**src/rtl/prog_interval_timer.sv**
```systemverilog
// Programmable interval timer: enable-gated prescaler produces a tick every
// DIV_COUNT enabled cycles; an up/down counter with reload steps on each tick
// and flags the terminal count (one-shot or auto-reload).
module prog_interval_timer #(
  parameter int unsigned DIV_WIDTH = 26,
  parameter int unsigned DIV_COUNT = 50000000,
  parameter int unsigned CNT_WIDTH = 8
) (
  input  logic                 CLOCK_50,
  input  logic                 reset,
  input  logic                 enable,
  input  logic                 load,
  input  logic [CNT_WIDTH-1:0] load_value,
  input  logic                 start,
  input  logic                 up_down,
  input  logic                 auto_reload,
  output logic [CNT_WIDTH-1:0] count,
  output logic                 tick,
  output logic                 done,
  output logic                 running,
  output logic                 expired
);

  localparam logic [DIV_WIDTH-1:0] PRE_MAX = DIV_WIDTH'(DIV_COUNT - 1);

  typedef enum logic [1:0] {
    IDLE    = 2'd0,
    RUN     = 2'd1,
    EXPIRED = 2'd2
  } state_t;

  state_t                 state, state_nx;
  logic [DIV_WIDTH-1:0]   pre, pre_nx;
  logic [CNT_WIDTH-1:0]   reload, reload_nx;
  logic [CNT_WIDTH-1:0]   count_nx;
  logic                   tick_nx, done_nx;

  logic                   tick_hit_c;
  logic [CNT_WIDTH-1:0]   term_c;
  logic [CNT_WIDTH-1:0]   step_c;

  // Prescaler expiry this cycle (load and start take priority over a tick)
  assign tick_hit_c = (state == RUN) && enable && (pre == '0) && !load && !start;

  // Terminal value follows the current direction: all ones up, zero down
  assign term_c = {CNT_WIDTH{up_down}};

  // Next count on a tick: reload from terminal, otherwise step one
  assign step_c = (count == term_c) ? reload
                : (up_down ? count + CNT_WIDTH'(1) : count - CNT_WIDTH'(1));

  // State register; running/expired are registered decodes of the next state
  always_ff @(posedge CLOCK_50 or negedge reset) begin
    if (!reset) begin
      state   <= IDLE;
      running <= 1'b0;
      expired <= 1'b0;
    end else begin
      state   <= state_nx;
      running <= (state_nx == RUN);
      expired <= (state_nx == EXPIRED);
    end
  end

  // Next-state logic: load > start > terminal tick in one-shot mode
  always_comb begin
    state_nx = state;
    if (load) begin
      state_nx = IDLE;
    end else if (start) begin
      state_nx = RUN;
    end else if (tick_hit_c && (step_c == term_c) && !auto_reload) begin
      state_nx = EXPIRED;
    end
  end

  // Datapath next values: prescaler, count, reload, tick and done pulses
  always_comb begin
    pre_nx    = pre;
    count_nx  = count;
    reload_nx = reload;
    tick_nx   = 1'b0;
    done_nx   = 1'b0;
    if (load) begin
      count_nx  = load_value;
      reload_nx = load_value;
      pre_nx    = PRE_MAX;
    end else if (start) begin
      pre_nx = PRE_MAX;
      if (state != IDLE) begin
        count_nx = reload;
      end
    end else if ((state == RUN) && enable) begin
      if (tick_hit_c) begin
        pre_nx   = PRE_MAX;
        tick_nx  = 1'b1;
        count_nx = step_c;
        done_nx  = (step_c == term_c);
      end else begin
        pre_nx = pre - DIV_WIDTH'(1);
      end
    end
  end

  // Datapath registers
  always_ff @(posedge CLOCK_50 or negedge reset) begin
    if (!reset) begin
      pre    <= PRE_MAX;
      count  <= '0;
      reload <= '0;
      tick   <= 1'b0;
      done   <= 1'b0;
    end else begin
      pre    <= pre_nx;
      count  <= count_nx;
      reload <= reload_nx;
      tick   <= tick_nx;
      done   <= done_nx;
    end
  end

endmodule

```
**config.mk**
```make
export PLATFORM = sky130hd
export DESIGN_NAME = prog_interval_timer
export DESIGN_NICKNAME = d
export VERILOG_FILES = /design/src/rtl/prog_interval_timer.sv
export SDC_FILE = /design/constraint.sdc
export NUM_CORES = 1
export LEC_CHECK = 0
export BUFFER_PORTS_ARGS = -buffer_cell sky130_fd_sc_hd__buf_2
export CAP_MARGIN = 10
export CORE_MARGIN = 8
export CORE_UTILIZATION = 53
export DETAILED_ROUTE_END_ITERATION = 10
export HOLD_SLACK_MARGIN = 0.06
export MAX_ROUTING_LAYER = met4
export PLACE_DENSITY = 0.74
export SLEW_MARGIN = 40
export SYNTH_ARGS = -nofsm -noshare
export SYNTH_HDL_FRONTEND = slang
export SYNTH_SLANG_ARGS = --single-unit
export TNS_END_PERCENT = 10
```
**constraint.sdc**
```tcl
create_clock -name CLOCK_50 -period 2.7 [get_ports CLOCK_50]
set_input_delay 0.135 -clock CLOCK_50 [delete_from_list [all_inputs] [get_ports CLOCK_50]]
set_output_delay 0.135 -clock CLOCK_50 [all_outputs]
set_load 0.005 [all_outputs]
```
**Yosys cells after proc, flatten, opt, wreduce, memory -nomap -nowiden**

Index checks and enable logic that the tools add are counted.

- Add/sub/neg operators: 3
- Equality and inequality tests: 6
- Mux-type cells: 22
- Reductions and logical operators: 14

Operators with widths:

| operator | count |
|---|---|
| 2-to-1 mux 26 bit | 4 |
| 2-to-1 mux 8 bit | 7 |
| zero test 26 bit | 1 |
| subtractor 26 x 1 -> 26 bit, second input constant | 1 |
| equality test 8 bit | 2 |
| adder 8 x 1 -> 8 bit, second input constant | 1 |
| 2-to-1 mux 1 bit | 8 |
| subtractor 8 x 1 -> 8 bit, second input constant | 1 |
| logical AND 1 bit | 6 |
| 2-to-1 mux 2 bit | 3 |
| nonzero test 3 bit | 2 |
| equality test 2 x 1 -> 1 bit, second input constant | 2 |
| zero test 1 bit | 3 |
| inequality test 3 x 2 -> 1 bit, second input constant | 1 |
| AND reduction 3 bit | 1 |
| equality test 2 bit, second input constant | 1 |
| nonzero test 2 bit | 1 |

- Register bits after elaboration: 48
- Input port bits: 15
- Output and inout bits: 12
- Word-level logic and storage cells: 53

**Depth between registers and ports, before layout**

Gate-level depths: netlist of run 1.

- Depth in word-level cells: 11
- Depth in mapped cells: 9
- Depth with buffers taken out: 8

**Worst setup path after synthesis of run 1**

Ideal clock, no wire load.

- Kind: flip-flop to flip-flop
- Start point: reg count[4]
- End point: reg state[0]
- Setup time: 120 ps
- Data arrival time: 2439 ps
- Required time: 2580 ps
- Setup slack: 140 ps
- Cell stages (with the launch flop): 8
- Path buffers: 0
- Period minus slack after synthesis: 2560 ps
- Cell sequence: dfrtp_1 ha_1 a21o_1 a21o_1 or3_1 a2111oi_0 o2111ai_1 a41o_1

- Longest elaborated chain between the ends: 9
- Elaborated cells on any way between the ends: 11
- Classes of those cells: add/sub: 2; eq/ne: 2; mux: 5; reduce/logical: 2

Ends and longest elaborated chain:

| element | RTL line | RTL |
|---|---|---|
| start: declaration | 17 | `output logic [CNT_WIDTH-1:0] count,` |
| start signal: assignment | 115 | `count <= count_nx;` |
| subtractor 8 x 1 -> 8 bit or adder 8 x 1 -> 8 bit (tied branches) | 50 | `: (up_down ? count + CNT_WIDTH'(1) : count - CNT_WIDTH'(1));` |
| 2-to-1 mux 8 bit | 50 |  |
| 2-to-1 mux 8 bit (*) | 49 | `assign step_c = (count == term_c) ? reload` |
| equality test 8 bit (*) | 72 | `end else if (tick_hit_c && (step_c == term_c) && !auto_reload) begin` |
| logical AND 1 bit (*) (2 in series) | 72 |  |
| 2-to-1 mux 2 bit (*) | 72 |  |
| 2-to-1 mux 2 bit (*) | 70 | `end else if (start) begin` |
| 2-to-1 mux 2 bit (*) | 68 | `if (load) begin` |
| via state_nx[0] | 32 | `state_t state, state_nx;` |
| end signal: assignment | 59 | `state <= state_nx;` |
| end: declaration | 32 |  |

Mark *: on every way through the listed nets, which the timed path passes. The rest lies on a longest branch.
A chain may end at the register's enable or synchronous reset.

**Final worst setup path of run 1**

- Start point: reg count[0]
- End point: reg state[0]

Same word-level chain as after synthesis.

==> impl_results.md, run 1 <==
- Leak: 1.360 nW
- Via Count: 2367
- Worst path slowest cell: or4b_4
- Netlist cell types: 53
- Max cap viols: 0
- Pwr dens: 512.7 nW/um2
- Die width: 89.24 um
- Number of buffers created by CTS: 5
- Synth Area per Inst: 9.539 um2
- CP Class: reg2reg
- Antenna-violating nets left: 0
- WL/cell: 15.67 um
- Critical Path End Type: register
- Antenna diodes: 0
- DP Wirelength: 4.758 mm
- CTS Root Buffer Type: clkbuf_8
- Final hold vios: 0
- Synthesis-to-finish area growth: 14.74%
- Level count of the clock H-tree: 2
- Critical-path cell list: buf_4 -> or3_1 -> a211o_4 -> o21a_1 -> a211oi_2 -> or4b_4 -> a41o_1
- Overall power: 1.672 mW
- Final Instance Area: 3262 um2
- Crit share post-route: 95.98%
- Share of layout cells above drive strength 1: 25.96%
- Synth warn: 0
- Number of top-level pins: 27
- Vias in the first global route: 2401
- Total detailed-routing wirelength: 6.407 mm
- Placed Area: 3127 um2
- Placeable Area: 5140 um2
- Initial antenna violation count: 0
- Hold endpoint: reload[6]
- Filler cells: 461
- CP max FO: 5
- Synth async-reset ratio: 100.0%
- Clk_skew: 0.01006 ns
- Die height: 89.24 um
- DRT Pass-1 Iters: 4
- Hold_sp: load_value[6]
- R2r startpoint: count[0]
- Final Slew Violations: 0
- Row count: 26
- Pin count of the biggest net entering global routing: 49
- Slew HR: 58.61%
- Syn nets: 322
- Critical path required time: 2.89 ns
- Post-synth EDFFs: 0
- GRT Total Usage: 18.20%
- F_max: 385.9 MHz
- Initial Util: 55.31%
- Main synth FF type: dfrtp_1
- Final Wtd Congestion: 0.9512
- Remaining Overflow, GRT: 0
- First-pass GRT wire length: 11.06 mm
- Seq/Total Area, Yosys: 43.05%
- Via density: 5.787
- Worst Hold Path Cells: 3
- HP Class: in2reg
- Setup TNS Final: 0 ns
- Die Area: 7963 um2
- Crit path largest cell delay: 0.51 ns
- Nets: 362
- Worst R2R Setup Slack: 0.11 ns
- Reg clk slew, reported paths: 0.08 ns
- Setup violations, final: 0
- Reg2reg end: state[0]
- Remaining DRCs: 0
- Synthesized flop and latch total: 48
- Buffers on Ports: 26
- Status: finished, final reports clean
- Slew @ Worst Pin: 0.6186 ns
- Cell Area, Synth: 2843 um2
- Post-route minimum period: 2.591 ns
- Cells after synthesis: 298
- Peak supply drop: 0.3532 mV
- Final design utilization: 63.46%
- DRT iter0 DRCs: 200
- Arrival time at the worst endpoint: 2.78 ns
- Type of element launching the critical path: register
- Bufs on Longest Clock Path: 2
- Sink Count: 48
- R2R depth: 7
- Clock Latency Late Sink: 0.30 ns
- CTS tree: yes
[kinds of logic (layout without fill, tap and decap cells)]
logic type	Yosys count	after routing	synth area share, %
compound gates	59	59	14.74
xor+xnor	26	26	8.011
fa+ha+maj	9	9	4.226
buf+inv	20	61	2.905
flops	48	48	43.05
mux	9	9	3.521
simple gates	127	127	23.55
[per-layer routing]
| layer | GRT usage [%] | share of wire, % |
|---|---|---|
| met1 | 24.81 | 49 |
| met4 | 5.287 | 1.5 |
| met2 | 26.87 | 43 |
| met5 | - | 0 |
| met3 | 3.309 | 6.6 |
[sequential cells by signal, summed over array words and instances (netlist names)]
signal,count
state,2
tick,1
running,1
done,1
pre,26
reload,8
expired,1
count,8
[critical path: cells and delay by family (launching register included)]
kind	cells	cell delay, ns
flip-flops	1	0.43
AND/OR/NAND/NOR	2	0.91
AO/OA/AOI/OAI	4	0.98
buffers and inverters	1	0.17
[synthesized netlist by cell type (5+ instances only)]
cell | n | area share, %
a21oi_1 | 11 | 1.9
dfrtp_1 | 30 | 26
nand3_1 | 8 | 1.4
or3_1 | 6 | 1.3
xnor2_1 | 12 | 3.7
o21ai_0 | 9 | 1.6
inv_1 | 12 | 1.6
nor2_1 | 30 | 4.0
ha_1 | 8 | 3.5
nand2_1 | 34 | 4.5
a211oi_1 | 6 | 1.6
a21o_1 | 7 | 1.8
nor4_1 | 5 | 1.1
clkbuf_1 | 7 | 0.92
nor3_1 | 11 | 1.9
mux2_2 | 8 | 3.2
dfstp_2 | 18 | 17
xor2_1 | 14 | 4.3
[report_power, final]
group | switching [mW] | leakage (nW) | total (mW) | internal [mW]
sequential | 0.0385 | 0.571 | 0.799 | 0.760
clock | 0.221 | 0.0422 | 0.403 | 0.182
combinational | 0.276 | 0.746 | 0.471 | 0.195
total | 0.535 | 1.36 | 1.67 | 1.14
[area by class of cell]
type / count / area [um2] / share of cell area, %
Inverter: 12 / 45.04 / 1.381
Multi-Input combinational cell: 230 / 1577 / 48.33
Clock buffer: 7 / 76.32 / 2.340
Timing Repair Buffer: 41 / 247.7 / 7.595
Tap cell: 70 / 87.58 / 2.685
Clock inverter: 1 / 5.005 / 0.1534
Sequential cell: 48 / 1224 / 37.51
[per-stage QoR]
stage               hold slack, ns  worst slack (ns)  std cells
floorplan                  -0.1606            0.1403        298
global placement            0.3713           0.02085        399
detailed placement          0.1804          -0.02648        399
CTS                        0.07449          0.005036        408
global route               0.09181         -0.004251        409
finish                     0.08286            0.1086        409
[layout by cell type (no fill, tap or decap), types with 3 or more instances in the layout]
cell type,count
nand2_1,34
inv_1,12
nor3_1,11
nand3b_1,4
nand2b_1,3
a21o_1,7
o211ai_1,3
ha_1,7
nor4_1,5
and3_1,4
or4_1,3
o21ai_0,9
dfrtp_1,30
xnor2_1,12
mux2_2,8
buf_2,25
nand4_1,4
a211oi_1,5
or3_1,6
a31oi_1,4
nor2_1,30
dfstp_2,18
a21oi_1,10
clkbuf_8,5
xor2_1,14
nand3_1,7
buf_4,15
[how the worst max path moves through the flow]
stage                        start       end  cells past startpoint
after floorplan           count[4]  state[0]                      7
after global routing       pre[16]  state[0]                      6
final                     count[0]  state[0]                      7
after detailed placement  count[0]  state[0]                      9
after global placement    count[0]  state[0]                      9
after CTS                 count[4]  state[0]                      8
[what timing repair did]
action | in CTS | in global routing
endpoints found under the setup margin | 1 | 4
setup buffers | 0 | 1
resized for setup | 2 | 6
pin swaps | 0 | 8
hold endpoints to repair | 30 | 0
hold buffers | 1 | 0
Power figures use the tool's default switching activity.
==> inputs of run 2 (changes only) <==
--- a/config.mk
+++ b/config.mk
@@ -10,7 +10,7 @@
 export CORE_MARGIN = 8
 export CORE_UTILIZATION = 53
 export DETAILED_ROUTE_END_ITERATION = 10
-export HOLD_SLACK_MARGIN = 0.06
+export HOLD_SLACK_MARGIN = 0.1
 export MAX_ROUTING_LAYER = met4
 export PLACE_DENSITY = 0.74
 export SLEW_MARGIN = 40
==> run 2 against run 1 <==
Against the previous run:
- non-clock buffer count grew 8
- wire length grew 1.3%
- via count grew 0.89%
- highest routed layer unchanged
==> impl_results.md, run 2 (same netlist as run 1, synthesis figures left out) <==
- Status: finished, final reports clean
- Commonest non-fill, non-tap cell in the layout: nand2_1
- Final Wtd Congestion: 0.9512 (unchanged)
- CP delay by family, top: compound AO/OA/AOI/OAI gates
- Overall power: 1.699 mW (+1.6%)
- Top reg by flops: pre
- Critical-path cell list: buf_4 -> or3_1 -> a211o_4 -> o21a_1 -> a211oi_2 -> or4b_4 -> a41o_1
- Via Count: 2388 (+0.89%)
- Final Slew Violations: 0 (unchanged)
- F_max: 385.5 MHz (about the same)
- Pwr dens: 505.6 nW/um2 (-1.4%)
- Initial Util: 55.31% (unchanged)
- CP Depth: 7 (unchanged)
- DP Worst Slack: -0.02648 ns (unchanged)
- Final design utilization: 65.38% (+1.9 points)
- Row count: 26 (unchanged)
- Clk_skew: 0.01055 ns (+0.0004862 ns)
- First-pass GRT wire length: 11.23 mm (+1.6%)
- Antenna-violating nets left: 0 (unchanged)
- Nets: 370 (+2.2%)
- Critical Path End Type: register
- Die height: 89.24 um (unchanged)
- Crit path buf inv count: 1 (unchanged)
- Clock Latency Late Sink: 0.30 ns (about the same)
- Max cap viols: 0 (unchanged)
- Placed cells: 399 (unchanged)
- Peak supply drop: 0.3545 mV (+0.37%)
- Setup violations, final: 0 (unchanged)
- CP Class: reg2reg
- Remaining Overflow, GRT: 0 (unchanged)
- Reg clk slew, reported paths: 0.08 ns (about the same)
- DRT Pass-1 Iters: 4 (unchanged)
- Level count of the clock H-tree: 2 (unchanged)
- Share of layout cells above drive strength 1: 25.94% (about the same)
- Slew @ Worst Pin: 0.6253 ns (+0.006696 ns)
- Number of buffers created by CTS: 5 (unchanged)
- Critical path required time: 2.89 ns (about the same)
- Initial antenna violation count: 0 (unchanged)
- Antenna diodes: 0 (unchanged)
- Die width: 89.24 um (unchanged)
- WL/cell: 15.56 um (-0.65%)
- CP max FO: 5 (unchanged)
- Finished Layout Cells: 417 (+2.0%)
- Synthesis-to-finish area growth: 18.22%
- Type of element launching the critical path: register
- Largest register FFs: 26 (unchanged)
- Buffers on Ports: 26 (unchanged)
- Largest registers: pre (26), count (8), reload (8)
- CTS Root Buffer Type: clkbuf_8
- Post-route minimum period: 2.594 ns (+0.002565 ns)
- Number of top-level pins: 27 (unchanged)
- Total detailed-routing wirelength: 6.490 mm (+1.3%)
- HP Class: in2reg
- DP Wirelength: 4.758 mm (unchanged)
- Slew HR: 58.16% (-0.45 points)
- Remaining DRCs: 0 (unchanged)
- Vias in the first global route: 2416 (+0.62%)
- Pin count of the biggest net entering global routing: 49 (unchanged)
- Commonest non-fill, non-tap cells in the layout: nand2_1 (34), nor2_1 (30), dfrtp_1 (30)
- Via density: 5.727 (-1.0%)
- Crit share post-route: 96.07% (about the same)
- DRT iter0 DRCs: 193 (-3.5%)
- Die Area: 7963 um2 (unchanged)
- Arrival time at the worst endpoint: 2.78 ns (about the same)
- Placeable Area: 5140 um2 (unchanged)
- Final hold vios: 0 (unchanged)
- Sink Count: 48 (unchanged)
- CTS tree: yes
- Worst path slowest cell: or4b_4
- GRT Total Usage: 18.42% (+0.22 points)
- Bufs on Longest Clock Path: 2 (unchanged)
- Leak: 1.400 nW (+3.0%)
- Worst Setup Slack, final: 0.1060 ns (-0.002565 ns)
- Crit path largest cell delay: 0.51 ns (about the same)
- R2R depth: 7 (unchanged)
- Worst Hold Path Cells: 4 (+1)
==> run 2: cell count changes in the layout (fill, tap and decap cells not counted), sizes merged <==
cell	change
dlygate4sd3	+8
==> run 2: timing repair <==
item | 4_1_cts | 5_1_grt
hold endpoints to repair | 38 | 0
endpoints found under the setup margin | 1 | 4
gates cloned | 0 | 0
buffers inserted | 0 | 1
pin swaps | 0 | 8
hold buffers | 9 | 0
resized for setup | 2 | 9
==> run 2: layout make-up <==
class,instances,area (um2)
Sequential cell,48,1224
Clock buffer,7,76.32
Multi-Input combinational cell,230,1595
Timing Repair Buffer,49,327.8
Inverter,12,45.04
Fill cell,441,1779
Tap cell,70,87.58
Clock inverter,1,5.005
==> run 2: worst min-delay path, stage by stage <==
cell       delay, ns
buf_2           0.10
a21oi_1         0.05
o2111ai_2       0.09
a31oi_1         0.09
==> run 2: stage by stage <==
| step | TNS, ns | instance area (um2) | hold WS [ns] |
|---|---|---|---|
| final | 0 | 3361 | 0.2138 |
| after CTS | 0 | 3304 | 0.2514 |
| after floorplan | 0 | 2843 | -0.1606 |
| after global routing | -0.004251 | 3361 | 0.2444 |
| after global placement | 0 | 3120 | 0.3713 |
| after detailed placement | -0.02648 | 3127 | 0.1804 |
==> run 2: power breakdown <==
group / internal (mW) / switching [mW]
Clock: 0.182 / 0.221
Combinational: 0.209 / 0.288
Sequential: 0.760 / 0.0391
Total: 1.15 / 0.548
==> run 2: path summary, 6_finish.rpt <==
path	start	endpoint	slack, ns
max	count[0]	state[0]	0.11
min	auto_reload	state[1]	0.21
max reg2reg	count[0]	state[0]	0.11
min reg2reg	count[4]	count[4]	0.51
max in group asynchronous	reset	pre[3]	1.92
min in group asynchronous	reset	pre[16]	0.39
==> run 2: layer usage <==
| layer | vias up | track usage [%] | part of all wire (%) |
|---|---|---|---|
| met1 | 1140 | 25.36 | 49 |
| met2 | 62 | 27.00 | 43 |
| met5 | - | - | 0 |
| li1 | 1176 | - | - |
| met3 | 10 | 3.217 | 6.8 |
| met4 | 0 | 5.287 | 1.4 |
